===== config.mk =====
export PLATFORM = sky130hd
export DESIGN_NAME = pc_fetch_unit
export DESIGN_NICKNAME = d
export VERILOG_FILES = /design/src/rtl/riscv_pkg.sv /design/src/rtl/next_pc_calc.sv /design/src/rtl/pc_fetch_unit.sv
export SDC_FILE = /design/constraint.sdc
export NUM_CORES = 1
export LEC_CHECK = 0
export ABC_AREA = 1
export BUFFER_PORTS_ARGS = -buffer_cell sky130_fd_sc_hd__buf_2
export CORE_ASPECT_RATIO = 0.75
export CORE_MARGIN = 2
export CORE_UTILIZATION = 30
export CTS_CLUSTER_SIZE = 16
export DETAILED_ROUTE_END_ITERATION = 8
export PLACE_DENSITY = 0.54
export SLEW_MARGIN = 0
export SYNTH_ARGS = -nofsm -noshare
export SYNTH_HDL_FRONTEND = slang
export SYNTH_SLANG_ARGS = --single-unit

===== constraint.sdc =====
create_clock -name clk -period 2.2 [get_ports clk]
set_clock_uncertainty 0.1 [all_clocks]
set_input_delay 0 -clock clk [delete_from_list [all_inputs] [get_ports clk]]
set_output_delay 0 -clock clk [all_outputs]
set_load 0.01 [all_outputs]

===== src/rtl/riscv_pkg.sv =====
// Shared fetch-stage definitions: nextPc encodings from
// controlDecode and the fetch FSM state type.
package riscv_pkg;

  localparam logic [1:0] NPC_PLUS4  = 2'b00;
  localparam logic [1:0] NPC_BRANCH = 2'b01;
  localparam logic [1:0] NPC_JAL    = 2'b10;
  localparam logic [1:0] NPC_JALR   = 2'b11;

  typedef enum logic [1:0] {
    IDLE,
    REQ,
    EXEC,
    TRAP
  } fetch_state_t;

endpackage


===== src/rtl/next_pc_calc.sv =====
// Combinational next-PC target and misalignment flag.
// In: pc_i, nextPc_i, branch_i, branchTaken_i, immExt_i, rs1Data_i
// Out: target_o (next PC), misalign_o (target[1:0] != 0)
module next_pc_calc
  import riscv_pkg::*;
#(
  parameter int XLEN = 32
) (
  input  logic [XLEN-1:0] pc_i,
  input  logic [1:0]      nextPc_i,
  input  logic            branch_i,
  input  logic            branchTaken_i,
  input  logic [XLEN-1:0] immExt_i,
  input  logic [XLEN-1:0] rs1Data_i,
  output logic [XLEN-1:0] target_o,
  output logic            misalign_o
);

  logic [XLEN-1:0] seq_pc;
  logic [XLEN-1:0] rel_pc;
  logic [XLEN-1:0] reg_pc;

  assign seq_pc = pc_i + XLEN'(4);
  assign rel_pc = pc_i + immExt_i;
  assign reg_pc = rs1Data_i + immExt_i;

  always_comb begin
    target_o = seq_pc;
    unique case (nextPc_i)
      NPC_PLUS4:  target_o = seq_pc;
      NPC_BRANCH: target_o = (branch_i && branchTaken_i)
                             ? rel_pc : seq_pc;
      NPC_JAL:    target_o = rel_pc;
      NPC_JALR:   target_o = {reg_pc[XLEN-1:1], 1'b0};
      default:    target_o = seq_pc;
    endcase
  end

  assign misalign_o = |target_o[1:0];

endmodule


===== src/rtl/pc_fetch_unit.sv =====
// PC register, fetch FSM and instruction hold register.
// Ports: clk/rst_n, controlDecode inputs, retire, imem req/ready
// handshake, held instr/pcOut/pcPlus4 and sticky misaligned trap.
module pc_fetch_unit
  import riscv_pkg::*;
#(
  parameter int          XLEN        = 32,
  parameter logic [31:0] RESET_PC    = 32'h0000_0000,
  parameter bit          ALIGN_CHECK = 1'b1
) (
  input  logic            clk,
  input  logic            rst_n,
  input  logic [1:0]      nextPc,
  input  logic            branch,
  input  logic            branchTaken,
  input  logic [XLEN-1:0] immExt,
  input  logic [XLEN-1:0] rs1Data,
  input  logic            retire,
  output logic            imemReq,
  output logic [XLEN-1:0] imemAddr,
  input  logic            imemReady,
  input  logic [31:0]     imemRdata,
  output logic [31:0]     instr,
  output logic            instrValid,
  output logic [XLEN-1:0] pcOut,
  output logic [XLEN-1:0] pcPlus4,
  output logic            misaligned
);

  fetch_state_t    state_q, state_d;
  logic [XLEN-1:0] pc_q, pc_d;
  logic [31:0]     instr_q, instr_d;
  logic            valid_q, valid_d;
  logic            req_q, req_d;
  logic            mis_q, mis_d;

  logic [XLEN-1:0] target;
  logic            tgt_mis;

  next_pc_calc #(.XLEN(XLEN)) u_npc (
    .pc_i          (pc_q),
    .nextPc_i      (nextPc),
    .branch_i      (branch),
    .branchTaken_i (branchTaken),
    .immExt_i      (immExt),
    .rs1Data_i     (rs1Data),
    .target_o      (target),
    .misalign_o    (tgt_mis)
  );

  always_comb begin
    state_d = state_q;
    pc_d    = pc_q;
    instr_d = instr_q;
    valid_d = valid_q;
    req_d   = req_q;
    mis_d   = mis_q;
    unique case (state_q)
      IDLE: begin
        state_d = REQ;
        req_d   = 1'b1;
      end
      REQ: begin
        if (imemReady) begin
          instr_d = imemRdata;
          valid_d = 1'b1;
          req_d   = 1'b0;
          state_d = EXEC;
        end
      end
      EXEC: begin
        if (retire) begin
          valid_d = 1'b0;
          // faulting target: keep pc of the offending instr
          if (ALIGN_CHECK && tgt_mis) begin
            mis_d   = 1'b1;
            req_d   = 1'b0;
            state_d = TRAP;
          end else begin
            pc_d    = target;
            req_d   = 1'b1;
            state_d = REQ;
          end
        end
      end
      TRAP: begin
        mis_d   = 1'b1;
        req_d   = 1'b0;
        valid_d = 1'b0;
      end
      default: begin
        state_d = IDLE;
        req_d   = 1'b0;
        valid_d = 1'b0;
      end
    endcase
  end

  always_ff @(posedge clk or negedge rst_n) begin
    if (!rst_n) begin
      state_q <= IDLE;
      pc_q    <= XLEN'(RESET_PC);
      instr_q <= '0;
      valid_q <= 1'b0;
      req_q   <= 1'b0;
      mis_q   <= 1'b0;
    end else begin
      state_q <= state_d;
      pc_q    <= pc_d;
      instr_q <= instr_d;
      valid_q <= valid_d;
      req_q   <= req_d;
      mis_q   <= mis_d;
    end
  end

  assign imemReq    = req_q;
  assign imemAddr   = pc_q;
  assign instr      = instr_q;
  assign instrValid = valid_q;
  assign pcOut      = pc_q;
  assign pcPlus4    = pc_q + XLEN'(4);
  assign misaligned = mis_q;

endmodule


==> results of run 1 <==
-- routing by layer --
| layer | track usage | routed length (um) | up-vias |
|---|---|---|---|
| li1 | - | - | 5625 |
| met1 | 0.347 | 18400 | 4984 |
| met2 | 0.361 | 16100 | 404 |
| met3 | 0.0386 | 2800 | 31 |
| met4 | 0.0400 | 519 | 2 |
| met5 | 0.0248 | 77 | - |
-- final timing paths --
path | start | end | cells after the start
max reg2reg | imemAddr[0] | imemAddr[18] | 14
min in group asynchronous | rst_n | instr[12] | 3
max | imemAddr[0] | imemAddr[18] | 14
max in group asynchronous | rst_n | imemAddr[0] | 3
min reg2reg | misaligned | misaligned | 1
min | nextPc[0] | imemAddr[28] | 6
-- final cells by class --
class | instances | area (sq um) | area share
timing repair buffer | 402 | 2680 | 0.213
multi-input combinational | 1150 | 6220 | 0.494
sequential | 69 | 1730 | 0.137
inverter | 313 | 1180 | 0.0935
tap | 399 | 499 | 0.0397
clock buffer | 9 | 225 | 0.0179
clock inverter | 7 | 57.6 | 0.00457
-- tightest hold or removal path, delay by kind of cell --
| kind | cells | cell delay, ns |
|---|---|---|
| and+or+nand+nor | 5 | 0.33 |
| buffers and inverters | 1 | 0.14 |
-- registers in the layout (all words and copies together), names as in the netlist --
signal and flops:
imemAddr 32, instr 32, state_q 2, imemReq 1, instrValid 1, misaligned 1
-- through the flow --
stage / setup slack (ns) / total power [uW] / cells
2_1_floorplan: 0.0284 / 7690 / 1582
3_3_place_gp: -0.102 / 11300 / 2274
3_5_place_dp: -0.188 / 11300 / 2274
4_1_cts: -0.0818 / 13000 / 2335
5_1_grt: -0.321 / 14800 / 2349
6_report: -0.200 / 13600 / 2349
-- logic make-up after synthesis --
family / after synthesis / synth area share
buffers and inverters: 363 / 0.165
muxes: 33 / 0.0408
and+or+nand+nor: 884 / 0.404
DFF: 69 / 0.190
adders and majority gates: 69 / 0.0968
AOI/OAI and AO/OA: 145 / 0.0847
xor gates and xnor gates: 19 / 0.0183
-- where the power goes --
group	total (uW)	switching (uW)	internal [uW]
Combinational	9850	5850	4000
Clock	1420	639	777
Sequential	2330	467	1870
Total	13600	6960	6650
-- cells in the final DEF (no fill, tap or decap), types with 5 or more instances in the layout --
cell type,n
nand2_1,535
inv_1,309
buf_2,234
nor2_1,124
nand3_1,119
buf_4,115
a21oi_1,66
dfrtp_1,66
ha_1,62
o21ai_0,36
dlygate4sd3_1,35
mux2_2,32
o21ai_1,14
nand2_2,12
xor2_1,12
nor3_1,12
nand3b_1,11
nand4_1,10
nor2_2,10
clkbuf_16,10
a21oi_2,9
or2_2,9
buf_6,9
nor2_4,8
nand3_2,7
and2_1,7
xnor2_1,6
o21bai_1,5
buf_12,5
-- timing repair --
item                                   in CTS  in global routing
endpoints found under the hold margin     103                  0
buffers inserted                            8                 12
setup endpoints to repair                  33                 51
resized for setup                          30                 79
hold buffers                               35                  0
pin swaps                                   9                 14
cloned                                      2                  2
==> reports/qor.yml, run 1 <==
clock_network:
  clkSinkCount: 69
  path_clk_slew_ns: 0.06
  cts.path.max_buffers: 2
  insertion_delay_ns: 0.34
  cts_tree: "built"
  cts_inserted_buffers: 9
  htree_levels: 3
  clock-root-buffer: "clkbuf_16"
grt:
  grt_overflow: 0
  grt_max_degree: 70
  antenna_found_initial: 0
  grt_usage: 0.236
  grt_pass1_wl_mm: 57.1
  grt_pass1_vias: 10200
power:
  power_density_nw_per_um2: 1080
  cellLeakagePower_uw: 0.00721
  peakVddDrop_uv: 784
sta:
  drv_slew: 0
  rsz0062_at_grt: "true"
  post-route-min-period_ns: 2.40
  setup_violations: 27
  setup_ws_ns: -0.200
  fmax_mhz: 417
  final.setup.tns_ns: -2.97
  period_share: 1.09
  tightestPinTransition_ns: 0.432
  holdWs_ns: 0.0636
  hold_viol: 0
  slew_headroom: 0.709
placed_design:
  dpl.hpwl_mm: 31.0
  port_buffers: 234
  globalplace.congestion: 0.909
  placed_cell_area_sq_um: 11300
critical_path:
  crit_top_cell: "nor2_1"
  crit_path_start_kind: "flop"
  required_ns: 2.34
  cpPeakStageDelay_ns: 0.42
  path_max_fanout: 6
  cp_num_buf_inv: 5
  crit_arrival_ns: 2.54
  crit_family: "simple AND/OR/NAND/NOR gates"
  rrSetupSlack_ns: -0.20
  crit_path_end_kind: "flop"
  setup.worst_path.class: "flop to flop"
  path_cells: "ha_4 > inv_2 > fa_2 > a21oi_2 > nor2_1 > nor2_1 > nor2_2 > nand3_4 > inv_4 > buf_12 > clkbuf_16 > or2_1 > nand2_1 > inv_1"
  crit_slowest_cell: "dfrtp_2"
routing:
  wirelength_mm: 37.9
  wl_per_cell_um: 16.1
  drc: 0
  vias_per_cell: 4.70
  vias: 11000
  final_antenna_net_count: 0
  first_pass_iters: 5
  first_iter_violations: 848
cells_and_area:
  fin_util: 0.420
  area_delta_synth_final_pct: 38.7
  fill_cells: 3325
  n_antenna_cell: 0
  drive_gt1_frac: 0.259
  fin_area_sq_um: 12600
  layout.nets: 2118
yosys:
  yosys_warnings: 0
  postSynthNetCount: 1755
  yosysTopAreaCellShare: 0.227
  seq_area_frac_synth: 0.190
  synth_area_leader_cell: "nand2_1"
  ys_top_cells_by_count: "550 x nand2_1, 311 x inv_1, 137 x nor2_1"
  synth_area_leaders: "nand2_1 23%, dfrtp_1 19%, inv_1 13%"
  synthCells: 1582
  synth_ff_type: "dfrtp_1"
  synth_cell_types: 41
  synth_edf_count: 0
  synth_area_sq_um: 9070
  async_reset_ff_frac: 1.00
  yosysMostFrequentCell: "nand2_1"
  ys_ff_latch: 69
  syn_avg_cell_area_sq_um: 5.74
floorplan:
  rows: 55
  fp.dieW_um: 205
  start_util: 0.303
  die_area_sq_um: 31700
  io_pins: 235
  design.core.area_sq_um: 29900
  die_h_um: 155
hold_path:
  hp-class: "input pin to flop"
run:
  cap_viol_max_count: 0
status:
  violations: "negative setup slack"
  outcome: "finished, violations left"
(Power assumes the default switching activity.)
==> run 2, diff against run 1 <==
--- a/config.mk
+++ b/config.mk
@@ -15,2 +15,3 @@
 export PLACE_DENSITY = 0.54
+export SKIP_CTS_REPAIR_TIMING = 1
 export SLEW_MARGIN = 0
==> constraint.sdc (replaced) <==
create_clock -name clk -period 2.2 [get_ports clk]
set_clock_uncertainty 0.1 [all_clocks]
set_input_delay 0.33 -clock clk [delete_from_list [all_inputs] [get_ports clk]]
set_output_delay 0.33 -clock clk [all_outputs]
set_load 0.01 [all_outputs]
==> reports/qor.yml, run 2 (synthesized netlist as in run 1, its figures left out) <==
status:
  outcome: "finished, violations left"  # unchanged
  violations: "negative setup slack"  # unchanged
cells_and_area:
  area_delta_synth_final_pct: 47.5  # was 38.7%
  layout_common_cells: "513 x nand2_1, 294 x inv_1, 221 x buf_4, 217 x buf_2, 116 x nand3_1"  # was 535 x nand2_1, 309 x inv_1, 234 x buf_2, 124 x nor2_1, 119 x nand3_1
  drive_gt1_frac: 0.335  # was 0.259
  layout.nets: 2196  # was 2,118
  instances_no_fill: 2427  # was 2,349
  fin_util: 0.447  # was 0.420
  layout_commonest_cell: "nand2_1"  # unchanged
  n_antenna_cell: 0  # unchanged
sta:
  hold_viol: 0  # unchanged
  post-route-min-period_ns: 2.48  # was 2.40 ns
  setup_ws_ns: -0.280  # was -0.200 ns
  rsz0062_at_grt: "true"  # unchanged
  holdWs_ns: 0.111  # was 0.0636 ns
  drv_slew: 0  # unchanged
  fmax_mhz: 403  # was 417 MHz
  tightestPinTransition_ns: 0.468  # was 0.432 ns
  final.setup.tns_ns: -7.96  # was -2.97 ns
  slew_headroom: 0.688  # was 0.709
  setup_violations: 52  # was 27
  period_share: 1.13  # was 1.09
grt:
  antenna_found_initial: 0  # unchanged
  grt_pass1_vias: 10400  # was 10.2k
  grt_overflow: 0  # unchanged
  grt_pass1_wl_mm: 56.7  # was 57.1 mm
  grt_usage: 0.234  # was 0.236
  grt_max_degree: 70  # unchanged
floorplan:
  die_h_um: 155  # unchanged
  start_util: 0.303  # unchanged
  die_area_sq_um: 31700  # unchanged
  design.core.area_sq_um: 29900  # unchanged
  rows: 55  # unchanged
  io_pins: 235  # unchanged
  fp.dieW_um: 205  # unchanged
critical_path:
  crit_path_end_kind: "output pin"  # was flop
  crit_slowest_cell: "dfrtp_2"  # unchanged
  cp_num_buf_inv: 2  # was 5
  path_cells: "ha_4 > nand3_4 > nor2_4 > nand4_1 > o21ai_1 > nand2_2 > inv_1 > buf_2"  # was ha_4 > inv_2 > fa_2 > a21oi_2 > nor2_1 > nor2_1 > nor2_2 > nand3_4 > inv_4 > buf_12 > clkbuf_16 > or2_1 > nand2_1 > inv_1
  path_max_fanout: 4  # was 6
  crit_path_start_kind: "flop"  # unchanged
  r2r.worst_path.cells: 15  # was 14
  cpPeakStageDelay_ns: 0.44  # was 0.42 ns
  rrSetupSlack_ns: -0.22  # was -0.20 ns
  crit_arrival_ns: 2.05  # was 2.54 ns
  setup.worst_path.class: "flop to output pin"  # was flop to flop
  cp_num_cells: 8  # was 14
  required_ns: 1.77  # was 2.34 ns
  crit_family: "simple AND/OR/NAND/NOR gates"  # unchanged
clock_network:
  cts.path.max_buffers: 2  # unchanged
  clkSinkCount: 69  # unchanged
  htree_levels: 3  # unchanged
  clock-root-buffer: "clkbuf_16"  # unchanged
  insertion_delay_ns: 0.35  # was 0.34 ns
  cts_inserted_buffers: 9  # unchanged
  path_clk_slew_ns: 0.07  # was 0.06 ns
  cts_tree: "built"  # unchanged
power:
  power_density_nw_per_um2: 1110  # was 1080 nW/um^2
  peakVddDrop_uv: 648  # was 784 uV
  cellLeakagePower_uw: 0.00767  # was 0.00721 uW
routing:
  wirelength_mm: 38.6  # was 37.9 mm
  vias: 11400  # was 11.0k
  drc: 0  # unchanged
  first_pass_iters: 5  # unchanged
  final_antenna_net_count: 0  # unchanged
  first_iter_violations: 851  # was 848
  wl_per_cell_um: 15.9  # was 16.1 um
  vias_per_cell: 4.70  # about the same
placed_design:
  dpl.hpwl_mm: 31.8  # was 31.0 mm
  dp_slack_ns: -0.306  # was -0.188 ns
  dp.cells: 2362  # was 2,274
  globalplace.congestion: 0.889  # was 0.909
  port_buffers: 234  # unchanged
hold_path:
  hp-class: "input pin to flop"  # unchanged
  holdPathStages: 2  # was 6
run:
  cap_viol_max_count: 0  # unchanged
run 2: changes by cell type in the layout (fill, tap and decap cells not counted), sizes merged:
cell | before | now
buf | 366 | 477
dlygate4sd3 | 35 | 1
clkbuf | 10 | 12
clkinvlp | 2 | 1
bufinv | 0 | 1
clkinv | 3 | 4
inv | 315 | 313
run 2: path summary, 6_finish.rpt:
check                                    from      endpoint
min in group asynchronous               rst_n  imemAddr[27]
worst max register to register    imemAddr[0]  imemAddr[26]
worst min-delay path            imemRdata[26]     instr[26]
max in group asynchronous               rst_n  imemAddr[12]
worst min register to register     misaligned    misaligned
worst max-delay path              imemAddr[3]   pcPlus4[22]
run 2: area by class of cell:
cell class	instances	area, sq um
repair buffers	480	3270
flip-flops and latches	69	1740
inverters	313	1190
clock inverters	6	72.6
multi-input cells	1150	6390
well taps	399	499
fillers	3319	16500
clock buffers	10	229
run 2: layer usage:
layer  GRT usage  routed length [um]  vias up
li1            -                   -     5759
met1       0.343               18700     5182
met2       0.354               16300      421
met3      0.0358                2770       47
met4      0.0597                 889        0
met5           0                   0        -
run 2: report_power, final:
group          internal, uW  switching, uW
combinational          4860           6100
sequential             1890            513
clock                   892            663
total                  7640           7280
run 2: metrics by stage:
step	power (uW)	cell area, sq um
global placement	11600	11900
CTS	13300	12200
finish	14900	13400
floorplan	7690	9090
detailed placement	11700	11900
global route	16100	13400
==> run 3, diff against run 2 <==
- PLACE_DENSITY: 0.54 -> 0.52
- RECOVER_POWER: unset -> 50
- clock period: 2.2 -> 2.9 ns (I/O delays scaled with it)
==> reports/qor.yml, run 3 (synthesized netlist as in run 1, its figures left out) <==
clock_network:
  cts.path.max_buffers: 2  # unchanged
  cts_inserted_buffers: 9  # unchanged
  insertion_delay_ns: 0.34  # was 0.35 ns
  htree_levels: 3  # unchanged
  path_clk_slew_ns: 0.06  # was 0.07 ns
  clkSinkCount: 69  # unchanged
  cts_tree: "built"  # unchanged
  clock-root-buffer: "clkbuf_16"  # unchanged
sta:
  hold_viol: 0  # unchanged
  setup_violations: 0  # was 52
  fmax_mhz: 355
  drv_slew: 70  # was 0
  final.setup.tns_ns: 0  # was -7.96 ns
  tightestPinTransition_ns: 1.93  # was 0.468 ns
  period_share: 0.972
  slew_headroom: -0.288  # was 0.688
  post-route-min-period_ns: 2.82
critical_path:
  crit_arrival_ns: 2.28  # was 2.05 ns
  cpPeakStageDelay_ns: 0.57  # was 0.44 ns
  crit_path_start_kind: "flop"  # unchanged
  required_ns: 2.37  # was 1.77 ns
  path_max_fanout: 7  # was 4
  crit_path_end_kind: "output pin"  # unchanged
  r2r.worst_path.cells: 14  # was 15
  crit_slowest_cell: "dfrtp_1"  # was dfrtp_2
  path_cells: "nand2_1 > nor2_1 > nand2_1 > nor2_2 > xor2_1 > inv_1 > buf_2"  # was ha_4 > nand3_4 > nor2_4 > nand4_1 > o21ai_1 > nand2_2 > inv_1 > buf_2
  setup.worst_path.class: "flop to output pin"  # unchanged
  crit_top_cell: "nand2_1"
routing:
  vias_per_cell: 4.78  # was 4.70
  final_antenna_net_count: 0  # unchanged
  wirelength_mm: 36.9  # was 38.6 mm
  wl_per_cell_um: 16.7  # was 15.9 um
  drc: 0  # unchanged
  vias: 10600  # was 11.4k
  first_pass_iters: 6  # was 5
  first_iter_violations: 907  # was 851
floorplan:
  start_util: 0.303  # unchanged
  die_h_um: 155  # unchanged
  fp.dieW_um: 205  # unchanged
  die_area_sq_um: 31700  # unchanged
  rows: 55  # unchanged
  design.core.area_sq_um: 29900  # unchanged
  io_pins: 235  # unchanged
placed_design:
  port_buffers: 234  # unchanged
  dp.cells: 2191  # was 2,362
  dpl.hpwl_mm: 30.9  # was 31.8 mm
  globalplace.congestion: 0.910  # was 0.889
cells_and_area:
  drive_gt1_frac: 0.170  # was 0.335
  n_antenna_cell: 0  # unchanged
  fin_util: 0.366  # was 0.447
  layout_common_cells: "550 x nand2_1, 311 x inv_1, 198 x buf_2, 136 x nor2_1, 127 x nand3_1"  # was 513 x nand2_1, 294 x inv_1, 221 x buf_4, 217 x buf_2, 116 x nand3_1
  instances_no_fill: 2211  # was 2,427
  layout_commonest_cell: "nand2_1"  # unchanged
  area_delta_synth_final_pct: 20.7  # was 47.5%
  layout.nets: 1980  # was 2,196
grt:
  grt_max_degree: 70  # unchanged
  grt_overflow: 0  # unchanged
  grt_pass1_vias: 9772  # was 10.4k
  grt_usage: 0.232  # was 0.234
  grt_pass1_wl_mm: 55.8  # was 56.7 mm
  antenna_found_initial: 0  # unchanged
status:
  violations: "max-capacitance violations, max-slew violations"  # was negative setup slack
  outcome: "finished, violations left"  # unchanged
hold_path:
  hp-class: "input pin to flop"  # unchanged
  holdPathStages: 2  # unchanged
power:
  finalPower_uw: 9310  # was 14,900 uW
  peakVddDrop_uv: 496  # was 648 uV
  power_density_nw_per_um2: 850  # was 1110 nW/um^2
  cellLeakagePower_uw: 0.00638  # was 0.00767 uW
run:
  cap_viol_max_count: 1  # was 0
==> run 3: cell types whose count changed in the layout (fill, tap and decap cells not counted), sizes merged <==
cell / before / now
clkinv: 4 / 0
buf: 477 / 228
clkbuf: 12 / 46
clkinvlp: 1 / 2
bufinv: 1 / 2
dlygate4sd3: 1 / 0
inv: 313 / 315
==> run 3: worst paths after layout <==
path                                from            to  slack (ns)
setup / recovery             imemAddr[5]   pcPlus4[13]        0.08
hold / removal             imemRdata[19]     instr[19]        0.22
setup reg to reg             imemAddr[2]  imemAddr[29]        0.33
hold reg to reg               misaligned    misaligned        0.38
max in group asynchronous          rst_n   imemAddr[3]        0.89
min in group asynchronous          rst_n  imemAddr[29]        0.53
==> run 3: area by class of cell <==
class	count	area [sq um]
repair buffers	264	1350
multi-input cells	1150	5870
well taps	399	499
clock inverters	6	95.1
flip-flops and latches	69	1730
fillers	3409	19000
inverters	313	1170
clock buffers	10	229
==> run 3: stage by stage <==
stage | area, sq um | hold slack, ns | setup WS (ns)
3_3_place_gp | 10600 | 0.369 | 0.233
3_5_place_dp | 10600 | 0.368 | 0.260
4_1_cts | 10900 | 0.186 | -0.117
5_1_grt | 11000 | 0.205 | -0.00936
6_report | 11000 | 0.217 | 0.0813
2_1_floorplan | 9070 | 0.0394 | 0.629
==> run 3: worst max-delay path: cells and delay by family (launching register included) <==
family | cells | cell delay (ns)
AND/OR/NAND/NOR | 4 | 0.93
flip-flops | 1 | 0.57
buffers and inverters | 2 | 0.23
XOR/XNOR | 1 | 0.20
==> run 3: power by group <==
part | leakage (uW) | switching [uW] | internal, uW
Clock | 0.000151 | 477 | 763
Combinational | 0.00545 | 3910 | 2200
Sequential | 0.000776 | 542 | 1420
Total | 0.00638 | 4930 | 4380
==> run 3: metal layers <==
metal,up-vias,share of wire,global-route usage
met5,-,0,0
met4,0,0.010,0.0373
met3,23,0.079,0.0392
met2,424,0.42,0.348
met1,4792,0.49,0.348
li1,5325,-,-
